--- config.mk ---
export PLATFORM = sky130hd
export DESIGN_NAME = regfile_write_arbiter
export DESIGN_NICKNAME = d
export VERILOG_FILES = /design/src/rtl/regfile_write_arbiter.sv
export SDC_FILE = /design/constraint.sdc
export NUM_CORES = 1
export LEC_CHECK = 0
export BUFFER_PORTS_ARGS = -buffer_cell sky130_fd_sc_hd__buf_2
export CORE_MARGIN = 4
export CORE_UTILIZATION = 38
export CTS_CLUSTER_SIZE = 10
export DETAILED_ROUTE_END_ITERATION = 10
export PLACE_DENSITY = 0.61
export SLEW_MARGIN = 40
export SYNTH_ARGS = -nofsm -noshare
export SYNTH_HDL_FRONTEND = slang
export SYNTH_SLANG_ARGS = --single-unit
--- constraint.sdc ---
create_clock -name clk -period 2.25 [get_ports clk]
set_input_delay 0.1125 -clock clk [delete_from_list [all_inputs] [get_ports clk]]
set_output_delay 0.1125 -clock clk [all_outputs]
set_load 0.1 [all_outputs]
--- src/rtl/regfile_write_arbiter.sv ---
// Two-requester round-robin arbiter for the register-file write port (WE3/A3/WD3).
// Optional REGFILE_WRITE_R15_BLOCK_EN: writes to the top register are acknowledged but dropped.
//
// buffer state | meaning
// EMPTY        | no write held; requester may hand one over
// FULL         | one write held, waiting for (or receiving) a grant
module regfile_write_arbiter #(
  parameter int N = 4,
  parameter int M = 32
) (
  input  logic              clk,
  input  logic              reset,
  input  logic              a_valid,
  output logic              a_ready,
  input  logic [N-1:0]      a_addr,
  input  logic [M-1:0]      a_data,
  input  logic              b_valid,
  output logic              b_ready,
  input  logic [N-1:0]      b_addr,
  input  logic [M-1:0]      b_data,
  output logic              WE3,
  output logic [N-1:0]      A3,
  output logic [M-1:0]      WD3,
  output logic [2**N-1:0]   busy_mask
`ifdef REGFILE_WRITE_R15_BLOCK_EN
  ,
  output logic              r15_drop
`endif
);

  localparam int R = 2**N;
  localparam logic [R-1:0] ONE_HOT0 = {{(R-1){1'b0}}, 1'b1};

  typedef enum logic {EMPTY = 1'b0, FULL = 1'b1} buf_state_t;

  buf_state_t a_state_q, a_state_d, b_state_q, b_state_d;
  logic [N-1:0] a_addr_q, a_addr_d, b_addr_q, b_addr_d;
  logic [M-1:0] a_data_q, a_data_d, b_data_q, b_data_d;
  logic         last_b_q, last_b_d;
  logic         we3_q, we3_d;
  logic [N-1:0] a3_q, a3_d;
  logic [M-1:0] wd3_q, wd3_d;

  logic a_full, b_full, a_r15, b_r15;
  logic elig_a, elig_b, drop_a, drop_b;
  logic grant_a, grant_b, accept_a, accept_b;

`ifdef REGFILE_WRITE_R15_BLOCK_EN
  localparam logic [N-1:0] R15_ADDR = '1;
  logic r15_drop_q, r15_drop_d;
`endif

  always_comb begin
    a_full = (a_state_q == FULL);
    b_full = (b_state_q == FULL);
    a_r15  = 1'b0;
    b_r15  = 1'b0;
`ifdef REGFILE_WRITE_R15_BLOCK_EN
    a_r15  = (a_addr_q == R15_ADDR);
    b_r15  = (b_addr_q == R15_ADDR);
`endif
    elig_a = a_full && !a_r15;
    elig_b = b_full && !b_r15;
    // Only one drop per cycle so r15_drop pulses once per discarded write.
    drop_a = a_full && a_r15;
    drop_b = b_full && b_r15 && !drop_a;
    grant_a  = elig_a && (!elig_b || last_b_q);
    grant_b  = elig_b && !grant_a;
    a_ready  = !a_full || grant_a || drop_a;
    b_ready  = !b_full || grant_b || drop_b;
    accept_a = a_valid && a_ready;
    accept_b = b_valid && b_ready;
  end

  always_comb begin
    a_state_d = a_state_q;
    a_addr_d  = a_addr_q;
    a_data_d  = a_data_q;
    if (accept_a) begin
      a_state_d = FULL;
      a_addr_d  = a_addr;
      a_data_d  = a_data;
    end else if (grant_a || drop_a) begin
      a_state_d = EMPTY;
      a_addr_d  = '0;
      a_data_d  = '0;
    end
  end

  always_comb begin
    b_state_d = b_state_q;
    b_addr_d  = b_addr_q;
    b_data_d  = b_data_q;
    if (accept_b) begin
      b_state_d = FULL;
      b_addr_d  = b_addr;
      b_data_d  = b_data;
    end else if (grant_b || drop_b) begin
      b_state_d = EMPTY;
      b_addr_d  = '0;
      b_data_d  = '0;
    end
  end

  always_comb begin
    we3_d    = grant_a || grant_b;
    a3_d     = a3_q;
    wd3_d    = wd3_q;
    last_b_d = last_b_q;
    if (grant_a) begin
      a3_d     = a_addr_q;
      wd3_d    = a_data_q;
      last_b_d = 1'b0;
    end else if (grant_b) begin
      a3_d     = b_addr_q;
      wd3_d    = b_data_q;
      last_b_d = 1'b1;
    end
  end

`ifdef REGFILE_WRITE_R15_BLOCK_EN
  always_comb begin
    r15_drop_d = drop_a || drop_b;
  end
`endif

  always_comb begin
    busy_mask = '0;
    if (elig_a) busy_mask = busy_mask | (ONE_HOT0 << a_addr_q);
    if (elig_b) busy_mask = busy_mask | (ONE_HOT0 << b_addr_q);
    if (we3_q)  busy_mask = busy_mask | (ONE_HOT0 << a3_q);
  end

  always_ff @(posedge clk or negedge reset) begin
    if (!reset) begin
      a_state_q <= EMPTY;
      b_state_q <= EMPTY;
      a_addr_q  <= '0;
      a_data_q  <= '0;
      b_addr_q  <= '0;
      b_data_q  <= '0;
      last_b_q  <= 1'b1;
      we3_q     <= 1'b0;
      a3_q      <= '0;
      wd3_q     <= '0;
    end else begin
      a_state_q <= a_state_d;
      b_state_q <= b_state_d;
      a_addr_q  <= a_addr_d;
      a_data_q  <= a_data_d;
      b_addr_q  <= b_addr_d;
      b_data_q  <= b_data_d;
      last_b_q  <= last_b_d;
      we3_q     <= we3_d;
      a3_q      <= a3_d;
      wd3_q     <= wd3_d;
    end
  end

`ifdef REGFILE_WRITE_R15_BLOCK_EN
  always_ff @(posedge clk or negedge reset) begin
    if (!reset) r15_drop_q <= 1'b0;
    else        r15_drop_q <= r15_drop_d;
  end

  assign r15_drop = r15_drop_q;
`endif

  assign WE3 = we3_q;
  assign A3  = a3_q;
  assign WD3 = wd3_q;

endmodule

Word level (Yosys, flattened, before mapping)
Cells that the tools add are included.
- bits in registers: 112
- bits of input ports: 76
- output and inout port bits: 55
- logic and storage cells: 50
- shifts and indexed selects: 3
- muxes and demuxes: 21
- bitwise gates (word level): 2
- reductions and logical operators: 14
- operators by type and width (operator ; number):
    two-way mux 32 bit ; 6
    two-way mux 16 bit ; 3
    << shifter 1 x 4 -> 16 bit (first input constant) ; 3
    bitwise OR 16 bit ; 2
    two-way mux 4 bit ; 6
    two-way mux 1 bit ; 6
    nonzero test 2 bit ; 3
    logical AND 1 bit ; 4
    logical OR 1 bit ; 4
    logical NOT 1 bit ; 3

Longest topological paths before layout
Gate-level depths: netlist of run 1.
- depth after elaboration: 8
- gate-level depth with buffers: 6
- depth with buffers taken out: 3

Worst setup path before layout of run 1
OpenSTA, ideal clock, no wires.
- path kind: register to output
- from: register b_addr_q[1]
- to: output port busy_mask[14]
- arrival time: 2.970 ns
- required time: 2.138 ns
- path slack: -0.832 ns
- cell stages (with the launch flop): 5
- path buffers: 1
- cell sequence: dfrtp_1 clkbuf_1 and3_1 nand2_1 o21ai_0
- longest elaborated chain between the ends: 5
- RTL lines (what ; RTL line ; text):
    start: declaration ; 37 ; logic [N-1:0] a_addr_q, a_addr_d, b_addr_q, b_addr_d;
    start signal: assignment ; 151 ; b_addr_q <= b_addr_d;
    << shifter 1 x 4 -> 16 bit * ; 130 ; if (elig_b) busy_mask = busy_mask | (ONE_HOT0 << b_addr_q);
    bitwise OR 16 bit * ; 130 ;
    two-way mux 16 bit * ; 130 ;
    bitwise OR 16 bit ; 131 ; if (we3_q) busy_mask = busy_mask | (ONE_HOT0 << a3_q);
    two-way mux 16 bit * ; 131 ;
    end: declaration ; 24 ; output logic [2**N-1:0] busy_mask
Mark *: on every way between the ends. The rest lies on a longest branch, timed or not.

Worst setup path in the final report of run 1
- from: register a_state_q, in the netlist a_full
- to: output port busy_mask[3]
- longest elaborated chain between the ends: 5
- RTL lines (what ; RTL line ; text):
    start: declaration ; 36 ; buf_state_t a_state_q, a_state_d, b_state_q, b_state_d;
    start signal: assignment ; 147 ; a_state_q <= a_state_d;
    two-way mux 16 bit * ; 129 ; if (elig_a) busy_mask = busy_mask | (ONE_HOT0 << a_addr_q);
    bitwise OR 16 bit ; 130 ;
    two-way mux 16 bit * ; 130 ;
    bitwise OR 16 bit ; 131 ;
    two-way mux 16 bit * ; 131 ;
Marked as above.

==> results of run 1 <==
registers in the layout, indices dropped and copies added, names as in the netlist:
signal,count
WD3,32
a_data_q,32
b_data_q,32
A3,4
a_addr_q,4
b_addr_q,4
WE3,1
a_full,1
b_full,1
last_b_q,1
power groups by stage:
stage	Combinational, mW	Sequential [mW]	Clock (mW)
after global placement	6.21	3.22	0
after CTS	6.39	3.22	1.66
after detailed placement	6.31	3.25	0
final	6.35	3.22	1.63
after global routing	6.66	3.31	1.74
after floorplan	2.61	5.42	0
how the worst max path moves through the flow:
stage | to | slack, ns | depth (start not counted)
5_1_grt | busy_mask[3] | 0.11 | 4
3_5_place_dp | busy_mask[3] | 0.43 | 4
2_1_floorplan | busy_mask[3] | 0.02 | 3
3_3_place_gp | busy_mask[3] | 0.36 | 4
4_1_cts | busy_mask[3] | 0.05 | 4
6_report | busy_mask[3] | 0.23 | 4
layer usage:
metal	part of all wire [%]	track usage, %	vias up
met5	0.090	0	-
met4	1.4	6.09	2
met3	6.2	3.27	17
met2	50	32.7	139
met1	42	24.8	2134
li1	-	-	2009
area by class of cell:
class | count | area [sq um]
clock buffer | 10 | 239
multi-input combinational | 296 | 2100
clock inverter | 6 | 68.8
tap | 176 | 220
fill | 1155 | 6130
sequential | 112 | 2810
timing repair buffer | 202 | 1630
cell usage in the layout, fill, tap and decap left out, types with 3 or more instances in the layout:
cell and count:
nor2_1 75, buf_12 19, dfrtp_1 109, a221o_1 3, clkinv_4 3, nand2_1 17, dlygate4sd3_1 58, and3b_1 5
buf_2 113, a22o_1 72, buf_4 10, and3_1 3, nand3_1 9, a22oi_1 7, a32oi_1 3, clkbuf_16 9
nand2b_1 3, mux2_2 36, o22ai_1 36, nor2b_1 5
synthesized netlist by cell type, drive strengths merged:
master	n
a32oi	3
nor4bb	2
nand4b	1
o21ai	3
nor2b	5
dfstp	1
o22ai	36
and3	3
a22oi	7
nand2	17
nor2	75
and3b	5
mux2	36
nor4	1
nand2b	3
dfrtp	111
nor3b	3
a22o	72
or2	1
a21bo	1
nor3	1
nand3b	1
clkbuf	8
nor4b	1
buf	28
a221o	4
o21a	1
or3b	1
and2	2
nand3	11
kinds of logic after synthesis:
logic type	count (synthesis)	synth area share, %
compound gates	127	19.8
buf+inv	36	4.77
flops	112	54.8
mux	36	7.93
simple gates	133	12.6
worst max-delay path, delay by kind of cell (launching register included):
| kind | cells | cell delay [ns] |
|---|---|---|
| flops | 1 | 0.68 |
| compound gates | 1 | 0.16 |
| buf+inv | 1 | 0.18 |
| simple gates | 2 | 0.54 |
stage by stage:
step | cells | area [sq um] | util [%] | power, mW | setup WS [ns]
after floorplan | 444 | 5120 | - | 8.03 | 0.0167
after CTS | 802 | 7060 | 53.5 | 11.3 | 0.0509
final | 802 | 7060 | 53.6 | 11.2 | 0.234
after global routing | 802 | 7060 | 53.6 | 11.7 | 0.111
after detailed placement | 728 | 6170 | 46.8 | 9.56 | 0.429
after global placement | 726 | 6140 | 46.6 | 9.43 | 0.364
timing repair:
item                       in CTS  in global routing
resized for setup               0                  1
hold buffers                   58                  0
hold endpoints to repair       93                  0
setup endpoints to repair       0                  4
==> summary.md, run 1 <==
| Metric | Value |
|---|---|
| Outcome | `finished, final reports clean` |
| Maximum root-to-sink buffer count | `2` |
| Relative slew margins | `49.1%` |
| Final nets | `697` |
| CP Launch Point | `a_full$_DFFE_PN0P_` |
| Max capacitance violation total | `0` |
| Clock Sinks | `between 100 and 150` |
| Worst Setup End Kind | `output port` |
| Drt drc | `0` |
| Peak supply drop | `0.000775 V` |
| Dpl hpwl | `9640 um` |
| Synth warn | `0` |
| Num CTS Buffers | `9` |
| Slowest cell on the critical path | `dfrtp_2` |
| Setup Buffers After CTS | `0` |
| Setup crit start kind | `flop` |
| Routed WL | `14400 um` |
| Share of layout cells above drive strength 1 | `33.9%` |
| Final ANT Viol Nets | `0` |
| Leak | `3.39 nW` |
| Reg-to-reg endpoint | `b_data_q[11]$_DFFE_PN0P_` |
| Hold Path Cell Cnt | `2` |
| Vias in the first global route | `about 4.4k` |
| Final Hold Fails | `0` |
| Clk Latency, worst-skew pair | `0.34 ns` |
| Register bit total from synthesis | `112` |
| Initial drt markers | `324` |
| Post-synth top area cell | `dfrtp_1` |
| Final setup viols | `0` |
| Width of the die | `124 um` |
| Reg2Reg Depth | `6` |
| Synthesized area | `5110 sq um` |
| Hold path start | `a_data[30]` |
| Register area share after synthesis | `54.8%` |
| RSZ-0062 raised after global routing | `no` |
| P per Cell Area | `1580 nW/um^2` |
| CP Max Fanout | `21` |
| Row Count | `42` |
| Min Tclk post-route | `slightly above 2 ns` |
| # IOs | `131` |
| Syn Nets | `520` |
| Worst-path cell chain | `nor3b_2 > a32oi_1 > nand2_1 > buf_12` |
| Core area | `13200 sq um` |
| Total Routing Usage GR | `19.1%` |
| Wire per inst | `18.0 um` |
| Largest net degree at the start of global routing | `53` |
| Distinct cell type count after synthesis | `35` |
| Critical Path RT | `2.14 ns` |
| P_int | `5.28 mW` |
| H-tree levels | `3` |
| N_diodes | `0` |
| CP max stage delay | `about 0.7 ns` |
| Clock skew | `slightly below 0.009 ns` |
| Clock network fraction of total power | `14.6%` |
| Syn Area/Cell | `around 12 sq um` |
| Setup slack, reg-to-reg | `0.49 ns` |
| Setup_tns | `0 ns` |
| Sw frac | `52.8%` |
| First-pass GRT wire length | `22900 um` |
| Max Slew Vio Count | `0` |
| Worst Path Arrival | `1.90 ns` |
| Area grow syn2layout | `38.1%` |
| Die height | `124 um` |
| Vias/cell | `5.36` |
| P_sw | `5.91 mW` |
| Top cell type's share of synthesized area | `54.3%` |
| Cells after synthesis | `444` |
| Starting Density | `38.8%` |
| Via count | `between 4k and 5k` |
| Input/output buffers | `130` |
| Remaining global-route overflow | `0` |
| Kind of critical path | `reg2out` |
| Comb pwr share | `56.7%` |
| Worst slew pin tran | `between 0.7 and 0.8 ns` |
| Reg-to-Reg Start | `b_full$_DFFE_PN0P_` |
| Clock transition at the registers of the reported paths | `~0.080 ns` |
| Seq pwr share | `28.7%` |
| Max Freq | `0.496 GHz` |
| Min-Delay Path Class | `in2reg` |
| WHS | `approximately 0.010 ns` |
| CTS tree | `yes` |
| Final period util | `89.6%` |
| Gpl congestion | `roughly 0.9` |
| Root buf cell | `clkbuf_16` |
| Die area | `15400 sq um` |
| First-pass DRT Iterations | `4` |
| Worst Hold End | `a_data_q[30]$_DFFE_PN0P_` |
| Top post-synthesis cells by area | `dfrtp_1 (54%), a22o_1 (12%), mux2_2 (7.9%)` |
| Initial antenna violation count | `1` |
No activity file was read; power rests on OpenSTA's default activity.
==> run 2: changes to the inputs <==
--- a/config.mk
+++ b/config.mk
@@ -7,10 +7,10 @@
 export LEC_CHECK = 0
 export BUFFER_PORTS_ARGS = -buffer_cell sky130_fd_sc_hd__buf_2
 export CORE_MARGIN = 4
-export CORE_UTILIZATION = 38
+export CORE_UTILIZATION = 30
 export CTS_CLUSTER_SIZE = 10
 export DETAILED_ROUTE_END_ITERATION = 10
-export PLACE_DENSITY = 0.61
+export PLACE_DENSITY = 0.51
 export SLEW_MARGIN = 40
 export SYNTH_ARGS = -nofsm -noshare
 export SYNTH_HDL_FRONTEND = slang
==> summary.md, run 2 (synthesized netlist as in run 1, its figures left out) <==
| Metric | Value |
|---|---|
| Vias in the first global route | `4668` |
| Fillers | `1591` |
| Die area | `approximately 19000 sq um` |
| Final ANT Viol Nets | `0` |
| Total Routing Usage GR | `16.1%` |
| Dpl hpwl | `approximately 10000 um` |
| Relative slew margins | `between 60% and 70%` |
| Final nets | `717` |
| Peak supply drop | `0.000912 V` |
| CP Launch Point | `a_full$_DFFE_PN0P_` |
| Clock transition at the registers of the reported paths | `0.07 ns` |
| Max Slew Vio Count | `0` |
| Area grow syn2layout | `42.6%` |
| Leak | `around 3.5 nW` |
| Core area | `16600 sq um` |
| Clock Sinks | `~110` |
| Most frequent cells in the layout | `buf_2 (113), dfrtp_1 (109), nor2_1 (75), dlygate4sd3_1 (74), a22o_1 (72)` |
| WHS | `0.0250 ns` |
| CTS tree | `yes` |
| Row Count | `47` |
| # IOs | `131` |
| H-tree levels | `3` |
| Commonest non-fill, non-tap cell in the layout | `buf_2` |
| Worst slew pin tran | `0.526 ns` |
| Setup_tns | `0 ns` |
| Setup Buffers After CTS | `0` |
| Post-Layout Cell Count | `866` |
| P per Cell Area | `1540 nW/um^2` |
| Max capacitance violation total | `0` |
| Critical Path RT | `approximately 2.1 ns` |
| Vias/cell | `between 5 and 6` |
| Initial antenna violation count | `0` |
| Worst Setup End Kind | `output port` |
| Largest net degree at the start of global routing | `67` |
| Root buf cell | `clkbuf_16` |
| Min-Delay Path Class | `in2reg` |
| Wire per inst | `roughly 18 um` |
| Outcome | `finished, final reports clean` |
| Via count | `4381` |
| Input/output buffers | `130` |
| Share of layout cells above drive strength 1 | `33.1%` |
| Reg-to-Reg Start | `b_full$_DFFE_PN0P_` |
| DP Area | `6270 sq um` |
| Min Tclk post-route | `2.10 ns` |
| Worst path bufs/invs | `2` |
| RSZ-0062 raised after global routing | `no` |
| Finished Cell Area | `7290 sq um` |
| Starting Density | `a little under a third` |
| Num CTS Buffers | `9` |
| Final setup viols | `0` |
| Remaining global-route overflow | `0` |
| Hold path start | `b_valid` |
| Clock skew | `roughly 0.0096 ns` |
| Cell family with most CP delay | `simple AND/OR/NAND/NOR gates` |
| Routed WL | `15300 um` |
| Slowest cell on the critical path | `nor3b_1` |
| Maximum root-to-sink buffer count | `2` |
| Die height | `approximately 140 um` |
| First-pass DRT Iterations | `5` |
| Final period util | `93.4%` |
| Clk Latency, worst-skew pair | `0.36 ns` |
| Final core occ | `43.8%` |
| Gpl congestion | `0.831` |
| Max Freq | `between 0.4 and 0.5 GHz` |
| Width of the die | `roughly 140 um` |
| First-pass GRT wire length | `25000 um` |
| CP max stage delay | `0.45 ns` |
| Initial drt markers | `209` |
| Kind of critical path | `reg2out` |
| Drt drc | `0` |
| Inst Count DP | `776` |
| Worst Path Arrival | `1.99 ns` |
| Setup crit start kind | `flop` |
| N_diodes | `0` |
| CP Max Fanout | `17` |
| Final Hold Fails | `0` |
| Worst-path cell chain | `buf_4 > nor3b_1 > a32oi_1 > nand2_1 > buf_12` |
-- run 2: cell count changes in the layout (fill, tap and decap cells not counted), moves of 2 or more --
cell	delta
inv_6	+2
buf_4	+3
inv_8	+2
dlygate4sd3_1	+16
-- run 2: worst paths after layout --
check | end | slack [ns] | depth (start not counted)
min in group asynchronous | b_data_q[22]$_DFFE_PN0P_ | 0.18 | 2
worst min-delay path | b_full$_DFFE_PN0P_ | 0.02 | 2
max in group asynchronous | b_addr_q[2]$_DFFE_PN0P_ | 1.38 | 3
worst max register to register | a_data_q[9]$_DFFE_PN0P_ | 0.48 | 5
worst min register to register | b_data_q[12]$_DFFE_PN0P_ | 0.51 | 1
worst max-delay path | busy_mask[3] | 0.15 | 5
-- run 2: layout make-up --
| cell class | count | area [sq um] | share of cell area, % |
|---|---|---|---|
| Tap cell | 220 | 275 | 3.77 |
| Clock inverter | 7 | 62.6 | 0.858 |
| Sequential cell | 112 | 2810 | 38.5 |
| Clock buffer | 9 | 225 | 3.09 |
| Timing Repair Buffer | 222 | 1830 | 25.1 |
| Multi-Input combinational cell | 296 | 2090 | 28.7 |
-- run 2: metrics by stage --
step           power [mW]  worst slack, ns
3_5_place_dp         9.62            0.485
3_3_place_gp         9.45            0.479
4_1_cts              11.3            0.142
2_1_floorplan        8.03           0.0167
6_report             11.2            0.149
5_1_grt              11.8           0.0187
-- run 2: timing repair --
action | 4_1_cts | 5_1_grt
hold endpoints to repair | 152 | 1
hold buffers | 73 | 1
setup endpoints to repair | 0 | 0
gates resized for setup | 0 | 0
-- run 2: layer usage --
metal	vias to the layer above	global-route usage, %	part of all wire (%)
met5	-	0	0
met4	0	4.68	1.2
met3	15	4.38	6.5
met2	151	26.0	47
met1	2170	21.4	45
li1	2045	-	-
-- run 2: power breakdown --
group	switching, mW	internal, mW
Clock	0.778	0.778
Combinational	4.67	1.76
Sequential	0.558	2.66
Total	6.01	5.20
